**config.mk**
```make
export PLATFORM = sky130hd
export DESIGN_NAME = write_back_flat
export DESIGN_NICKNAME = d
export VERILOG_FILES = /design/src/rtl/write_back_if.sv /design/src/rtl/write_back.sv /design/src/flat_wrapper.sv
export SDC_FILE = /design/constraint.sdc
export NUM_CORES = 1
export LEC_CHECK = 0
export ABC_AREA = 1
export BUFFER_PORTS_ARGS = -buffer_cell sky130_fd_sc_hd__buf_4
export CAP_MARGIN = 20
export CORE_ASPECT_RATIO = 0.9
export CORE_MARGIN = 8
export CORE_UTILIZATION = 53
export DETAILED_ROUTE_END_ITERATION = 16
export PLACE_DENSITY_LB_ADDON = 0.2
export SLEW_MARGIN = 20
export SYNTH_ARGS = -nofsm -noshare
export SYNTH_HDL_FRONTEND = slang
export SYNTH_SLANG_ARGS = --single-unit
```
**constraint.sdc**
```tcl
create_clock -name clk -period 2.6 [get_ports clk]
set_input_delay 0 -clock clk [delete_from_list [all_inputs] [get_ports clk]]
set_output_delay 0 -clock clk [all_outputs]
set_load 0.05 [all_outputs]
```
**src/rtl/write_back_if.sv**
```systemverilog
// MEM/WB bundle into the write-back stage plus the register-file write
// port and stall it drives back toward decode and the upstream pipeline.
interface write_back_if #(
  parameter int DATA_W = 16,
  parameter int REG_AW = 3
);
  logic              inValid;
  logic              inRegWrite;
  logic              inMemToReg;
  logic              inOutEn;
  logic              inSwap;
  logic [REG_AW-1:0] inRdst;
  logic [REG_AW-1:0] inRsec;
  logic [DATA_W-1:0] aluResult;
  logic [DATA_W-1:0] memData;
  logic [DATA_W-1:0] secData;

  logic              regWrite;
  logic [REG_AW-1:0] Rdst;
  logic [DATA_W-1:0] writeData;
  logic              stall;

  modport master (
    output inValid, inRegWrite, inMemToReg, inOutEn, inSwap,
    output inRdst, inRsec, aluResult, memData, secData,
    input  regWrite, Rdst, writeData, stall
  );

  modport slave (
    input  inValid, inRegWrite, inMemToReg, inOutEn, inSwap,
    input  inRdst, inRsec, aluResult, memData, secData,
    output regWrite, Rdst, writeData, stall
  );
endinterface

```
**src/rtl/write_back.sv**
```systemverilog
// Final pipeline stage: registers the register-file write, the output port and
// the retire counter, and splits SWAP into two writes over one write port.
module write_back #(
  parameter int DATA_W = 16,
  parameter int REG_AW = 3,
  parameter int CNT_W  = 16
) (
  input  logic              clk,
  input  logic              rst,
  write_back_if.slave       bus,
  output logic [DATA_W-1:0] outPort,
  output logic [CNT_W-1:0]  retireCount
);

  typedef enum logic {IDLE, SWAP2} state_t;

  state_t            state, state_nx;
  logic [REG_AW-1:0] pend_dst, pend_dst_nx;
  logic [DATA_W-1:0] pend_data, pend_data_nx;
  logic              reg_write_nx;
  logic [REG_AW-1:0] rdst_nx;
  logic [DATA_W-1:0] write_data_nx;
  logic [DATA_W-1:0] out_port_nx;
  logic              stall_nx;
  logic [CNT_W-1:0]  retire_nx;
  logic [DATA_W-1:0] sel_data;

  assign sel_data = bus.inMemToReg ? bus.memData : bus.aluResult;

  always_ff @(posedge clk) begin
    if (rst) begin
      state         <= IDLE;
      pend_dst      <= '0;
      pend_data     <= '0;
      bus.regWrite  <= 1'b0;
      bus.Rdst      <= '0;
      bus.writeData <= '0;
      bus.stall     <= 1'b0;
      outPort       <= '0;
      retireCount   <= '0;
    end else begin
      state         <= state_nx;
      pend_dst      <= pend_dst_nx;
      pend_data     <= pend_data_nx;
      bus.regWrite  <= reg_write_nx;
      bus.Rdst      <= rdst_nx;
      bus.writeData <= write_data_nx;
      bus.stall     <= stall_nx;
      outPort       <= out_port_nx;
      retireCount   <= retire_nx;
    end
  end

  // SWAP retires only once its second write has been issued
  always_comb begin
    state_nx      = state;
    pend_dst_nx   = pend_dst;
    pend_data_nx  = pend_data;
    reg_write_nx  = 1'b0;
    rdst_nx       = bus.Rdst;
    write_data_nx = bus.writeData;
    out_port_nx   = outPort;
    stall_nx      = 1'b0;
    retire_nx     = retireCount;

    case (state)
      IDLE: begin
        if (bus.inValid) begin
          rdst_nx       = bus.inRdst;
          write_data_nx = sel_data;
          if (bus.inOutEn) out_port_nx = sel_data;
          if (bus.inSwap) begin
            reg_write_nx = 1'b1;
            pend_dst_nx  = bus.inRsec;
            pend_data_nx = bus.secData;
            stall_nx     = 1'b1;
            state_nx     = SWAP2;
          end else begin
            reg_write_nx = bus.inRegWrite;
            retire_nx    = retireCount + CNT_W'(1);
          end
        end
      end
      SWAP2: begin
        reg_write_nx  = 1'b1;
        rdst_nx       = pend_dst;
        write_data_nx = pend_data;
        retire_nx     = retireCount + CNT_W'(1);
        state_nx      = IDLE;
      end
      default: state_nx = IDLE;
    endcase
  end

endmodule

```
**src/flat_wrapper.sv**
```systemverilog
// flat-port wrapper written by rule: the top's interface ports become plain ports
module write_back_flat 
#(
  parameter int DATA_W = 16,
  parameter int REG_AW = 3,
  parameter int CNT_W  = 16
)
  (clk, rst, outPort, retireCount, bus_inValid, bus_inRegWrite, bus_inMemToReg, bus_inOutEn, bus_inSwap, bus_inRdst, bus_inRsec, bus_aluResult, bus_memData, bus_secData, bus_regWrite, bus_Rdst, bus_writeData, bus_stall);
  write_back_if #(.DATA_W(DATA_W), .REG_AW(REG_AW)) bus_i ();
  input  logic clk;
  input  logic rst;
  output logic [DATA_W-1:0] outPort;
  output logic [CNT_W-1:0] retireCount;
  input wire logic [$bits(bus_i.inValid)-1:0] bus_inValid;
  input wire logic [$bits(bus_i.inRegWrite)-1:0] bus_inRegWrite;
  input wire logic [$bits(bus_i.inMemToReg)-1:0] bus_inMemToReg;
  input wire logic [$bits(bus_i.inOutEn)-1:0] bus_inOutEn;
  input wire logic [$bits(bus_i.inSwap)-1:0] bus_inSwap;
  input wire logic [$bits(bus_i.inRdst)-1:0] bus_inRdst;
  input wire logic [$bits(bus_i.inRsec)-1:0] bus_inRsec;
  input wire logic [$bits(bus_i.aluResult)-1:0] bus_aluResult;
  input wire logic [$bits(bus_i.memData)-1:0] bus_memData;
  input wire logic [$bits(bus_i.secData)-1:0] bus_secData;
  output wire logic [$bits(bus_i.regWrite)-1:0] bus_regWrite;
  output wire logic [$bits(bus_i.Rdst)-1:0] bus_Rdst;
  output wire logic [$bits(bus_i.writeData)-1:0] bus_writeData;
  output wire logic [$bits(bus_i.stall)-1:0] bus_stall;
  assign bus_i.inValid = bus_inValid;
  assign bus_i.inRegWrite = bus_inRegWrite;
  assign bus_i.inMemToReg = bus_inMemToReg;
  assign bus_i.inOutEn = bus_inOutEn;
  assign bus_i.inSwap = bus_inSwap;
  assign bus_i.inRdst = bus_inRdst;
  assign bus_i.inRsec = bus_inRsec;
  assign bus_i.aluResult = bus_aluResult;
  assign bus_i.memData = bus_memData;
  assign bus_i.secData = bus_secData;
  assign bus_regWrite = bus_i.regWrite;
  assign bus_Rdst = bus_i.Rdst;
  assign bus_writeData = bus_i.writeData;
  assign bus_stall = bus_i.stall;
  write_back #(.DATA_W(DATA_W), .REG_AW(REG_AW), .CNT_W(CNT_W)) u_core (.clk(clk), .rst(rst), .bus(bus_i), .outPort(outPort), .retireCount(retireCount));
endmodule
```
[After elaboration in Yosys (flattened, before gate mapping)]
Index checks and enable logic that the tools add are counted.
Cells by class
  equal/unequal tests: 2
  reductions and logical operators: 4
  multiplexer cells: 14
  bitwise gates (word level): 1
  add/sub/neg operators: 1
Operators with widths (count)
  $mux W16: 4
  $pmux W16 S2: 2
  $add A16 B1 Y16 const B: 1
  $pmux W3 S2: 1
  $reduce_and A3 Y1: 2
  $mux W1: 4
  $ne A2 B2 Y1 const B: 2
  $pmux W1 S2: 2
  $mux W3: 1
  $reduce_and A2 Y1: 1
  $reduce_or A2 Y1: 1
  $not A1 Y1: 1
Storage, ports and cells
  output and inout bits: 53
  logic and storage cells: 31
  register bits after elaboration: 73
  bits of input ports: 61

[Logic depth before layout (Yosys ltp)]
  depth after elaboration: 4
  mapped depth: 8
  depth with buffers taken out: 8

[Least setup slack after synthesis]
Ideal clock, no wire load.
  path kind: register to register
  from: register u_core.retireCount[0]
  to: register u_core.retireCount[12]
  arrival: 1.554 ns
  data required time: 2.483 ns
  stages on the path, launching flop included: 9
  buffers on the path: 0
  path slack: 0.929 ns
  clock period less this slack: 1.671 ns
  library setup time: 0.117 ns
  cells stage by stage: dfxtp_1 -> ha_1 -> inv_1 -> nor2_1 -> nand2_1 -> nor2_1 -> nand3_1 -> nand2_1 -> nor2_1
Between the ends
  cells in the longest elaborated chain, start to end: 4
RTL lines
  start: declaration: RTL line write_back.sv:12  | output logic [CNT_W-1:0] retireCount
  start signal: assignment: RTL line write_back.sv:50  | retireCount <= retire_nx;
  $add A16 B1 Y16 *: RTL line write_back.sv:80, write_back.sv:88
  $mux W16: RTL line write_back.sv:72  | if (bus.inSwap) begin
  $mux W16: RTL line write_back.sv:68  | if (bus.inValid) begin
  $pmux W16 S2 *: RTL line write_back.sv:66  | case (state)
Mark *: on every way between the ends. The rest lies on a longest branch, timed or not. The select of a mux whose other input is x is not followed.
A chain may end at the register's enable or synchronous reset.

==> reports/metrics.cfg <==
[sta]
hold_viol = 0
fmax_mhz = 487
max_slew_margin = 0.404
tightest_slew_ps = 892
finalSetupViolCount = 0
rsz0062_at_grt = false
period_minus_slack_ps = 2050
fin_setup_tns_ps = 0
skew_ps = 8.26
slew_viol_final = 0
finalCritPeriodShare = 0.789
holdWs_ps = 30.6

[logic_synthesis]
yosysTopAreaCellShare = 0.465
ys_types = 22
netlist_top_cells_area = dfxtp_1 46%, nand2_1 15%, nor2_1 6.3%
yosys.area.top_type = dfxtp_1
syn-cell-area_sq_mm = 0.00310
syn_inst = 445
yosysWarningCount = 0
syn-num-nets = 507
synth.ff_latch_count = 72
ys_seq_area_frac = 0.465
synth.avg_cell_area_sq_um = 6.97

[setup_path]
reg2reg_to = u_core.pend_data[13]
end_kind = flip-flop
cp-start-kind = flip-flop
rrSetupSlack_ps = 550
crit_type = flip-flop to flip-flop
cp_max_fo = 24
worstPathArrival_ps = 2330
reg2reg_from = u_core.bus.stall
cp.required_ps = 2880
reg2reg_depth = 4

[placement]
hpwlAfterDp_um = 6760
port_buffers = 113
dp.cells = 606
place.gp.congestion = 0.810

[floorplanning]
io_pins = 114
start_util = 0.548
fp.dieW_um = 96.7
die_h_um = 88.6
rows = 26
core_area_sq_mm = 0.00566
die_area_sq_mm = 0.00856

[clocking]
cts_resized = 0
insertion_delay_ps = 340
cts.sinks = 72
path_clk_slew_ps = 70
cts_made_buffers = 9
cts_root_buf = clkbuf_8
cts_max_level = 3
clock_tree.buffer_depth = 2
cts_tree = built

[grt]
grt_pass1_vias = 3157
grtUsageTotal = 0.212
grt_max_degree = 41
grt_first_pass_wirelength_um = 15000
grt.overflow.total = 0
antenna_found_initial = 0

[routing]
wl_um = 9240
dr.pass1.iters = 5
post_drt_wl_per_cell_um = 14.3
drc = 0
vias_per_cell = 5.16
dr_total_vias = 3330
first_iter_violations = 224
drt.antenna.violating_nets = 0

[min_path]
hold_depth = 4
hp-class = input pin to flip-flop
min_to = u_core.retireCount[1]
min-delay-start = bus_inValid

[layout]
seqCellArea_sq_mm = 0.00144
fin_cells = 645
nNetsFinal = 633
synthToLayoutAreaGrowth_pct = 41.0
antenna_cells = 0
multi_input_area_sq_mm = 0.00140
nFillCells = 453
drive_gt1_frac = 0.240
most-common-layout-cells = 123 x nand2_1, 114 x buf_4, 72 x dfxtp_1
fin_util = 0.773
final_common_cell = nand2_1

[power_and_ir_drop]
p_total_mw = 2.58
ir_worst_vdd_mv = 0.445
leakage_nw = 1.96
power_density_mw_per_mm2 = 591

[job]
drv_cap = 0

[run_status]
status = finished clean

-- per-layer routing --
layer | track usage | routed length [um]
met5 | 0 | 0
met4 | 0.0572 | 118
met3 | 0.0718 | 702
met2 | 0.357 | 4410
met1 | 0.256 | 4020
-- kinds of logic after synthesis --
logic type               share of synthesized area
AND/OR/NAND/NOR                              0.294
AO/OA/AOI/OAI                                0.152
adder cells (fa/ha/maj)                    0.00403
flip-flops                                   0.465
buffers and inverters                       0.0855
-- worst max path at each step --
stage	cells past startpoint	startpoint	end	slack, ps
finish	4	u_core.bus.stall	u_core.pend_data[13]	550
CTS	4	u_core.bus.stall	u_core.pend_data[5]	580
floorplan	8	u_core.retireCount[0]	u_core.retireCount[12]	930
detailed placement	4	u_core.bus.stall	u_core.pend_data[5]	600
global placement	4	u_core.bus.stall	u_core.pend_data[0]	730
global route	4	u_core.bus.stall	u_core.pend_data[4]	360
-- repair_timing --
action,CTS,global route
setup buffers,0,0
hold buffers,24,0
endpoints found under the hold margin,23,0
-- state kept, by name, summed over array words and instances (netlist names) --
| register | count |
|---|---|
| u_core.retireCount | 16 |
| u_core.bus.writeData | 16 |
| u_core.bus.regWrite | 1 |
| u_core.pend_dst | 3 |
| u_core.outPort | 16 |
| u_core.bus.stall | 1 |
| u_core.bus.Rdst | 3 |
| u_core.pend_data | 16 |
-- cells in the mapped netlist, drive strengths merged --
cell      n
nor3      3
dfxtp    72
a31oi    16
ha        1
nand3    33
nor2     56
o21ai    38
nand4     1
inv      39
nand2   126
clkbuf   12
buf      11
a21oi    36
and2      1
-- area by class of cell --
cell class              count  area share
clock buffers              13      0.0386
clock inverters             2     0.00858
inverters                  39      0.0335
multi-input cells         311       0.319
flip-flops and latches     72       0.330
well taps                  70      0.0200
repair buffers            138       0.251
-- per-stage QoR --
step | instance area, sq um | setup WS [ps]
2_1_floorplan | 3100 | 929
3_3_place_gp | 3930 | 729
3_5_place_dp | 3930 | 604
4_1_cts | 4370 | 577
5_1_grt | 4370 | 362
6_report | 4370 | 548
-- worst max-delay path, cell delays in order (launching register included) --
cell and delay [ps]:
dfxtp_1 910, nor2_4 240, nand2_1 540, nand2_1 130, a21oi_1 160
-- power by group --
| part | internal, mW | switching, mW | total [mW] |
|---|---|---|---|
| sequential | 1.16 | 0.0356 | 1.19 |
| combinational | 0.183 | 0.300 | 0.483 |
| clock | 0.517 | 0.393 | 0.911 |
| total | 1.86 | 0.729 | 2.58 |
(Power assumes the default switching activity.)
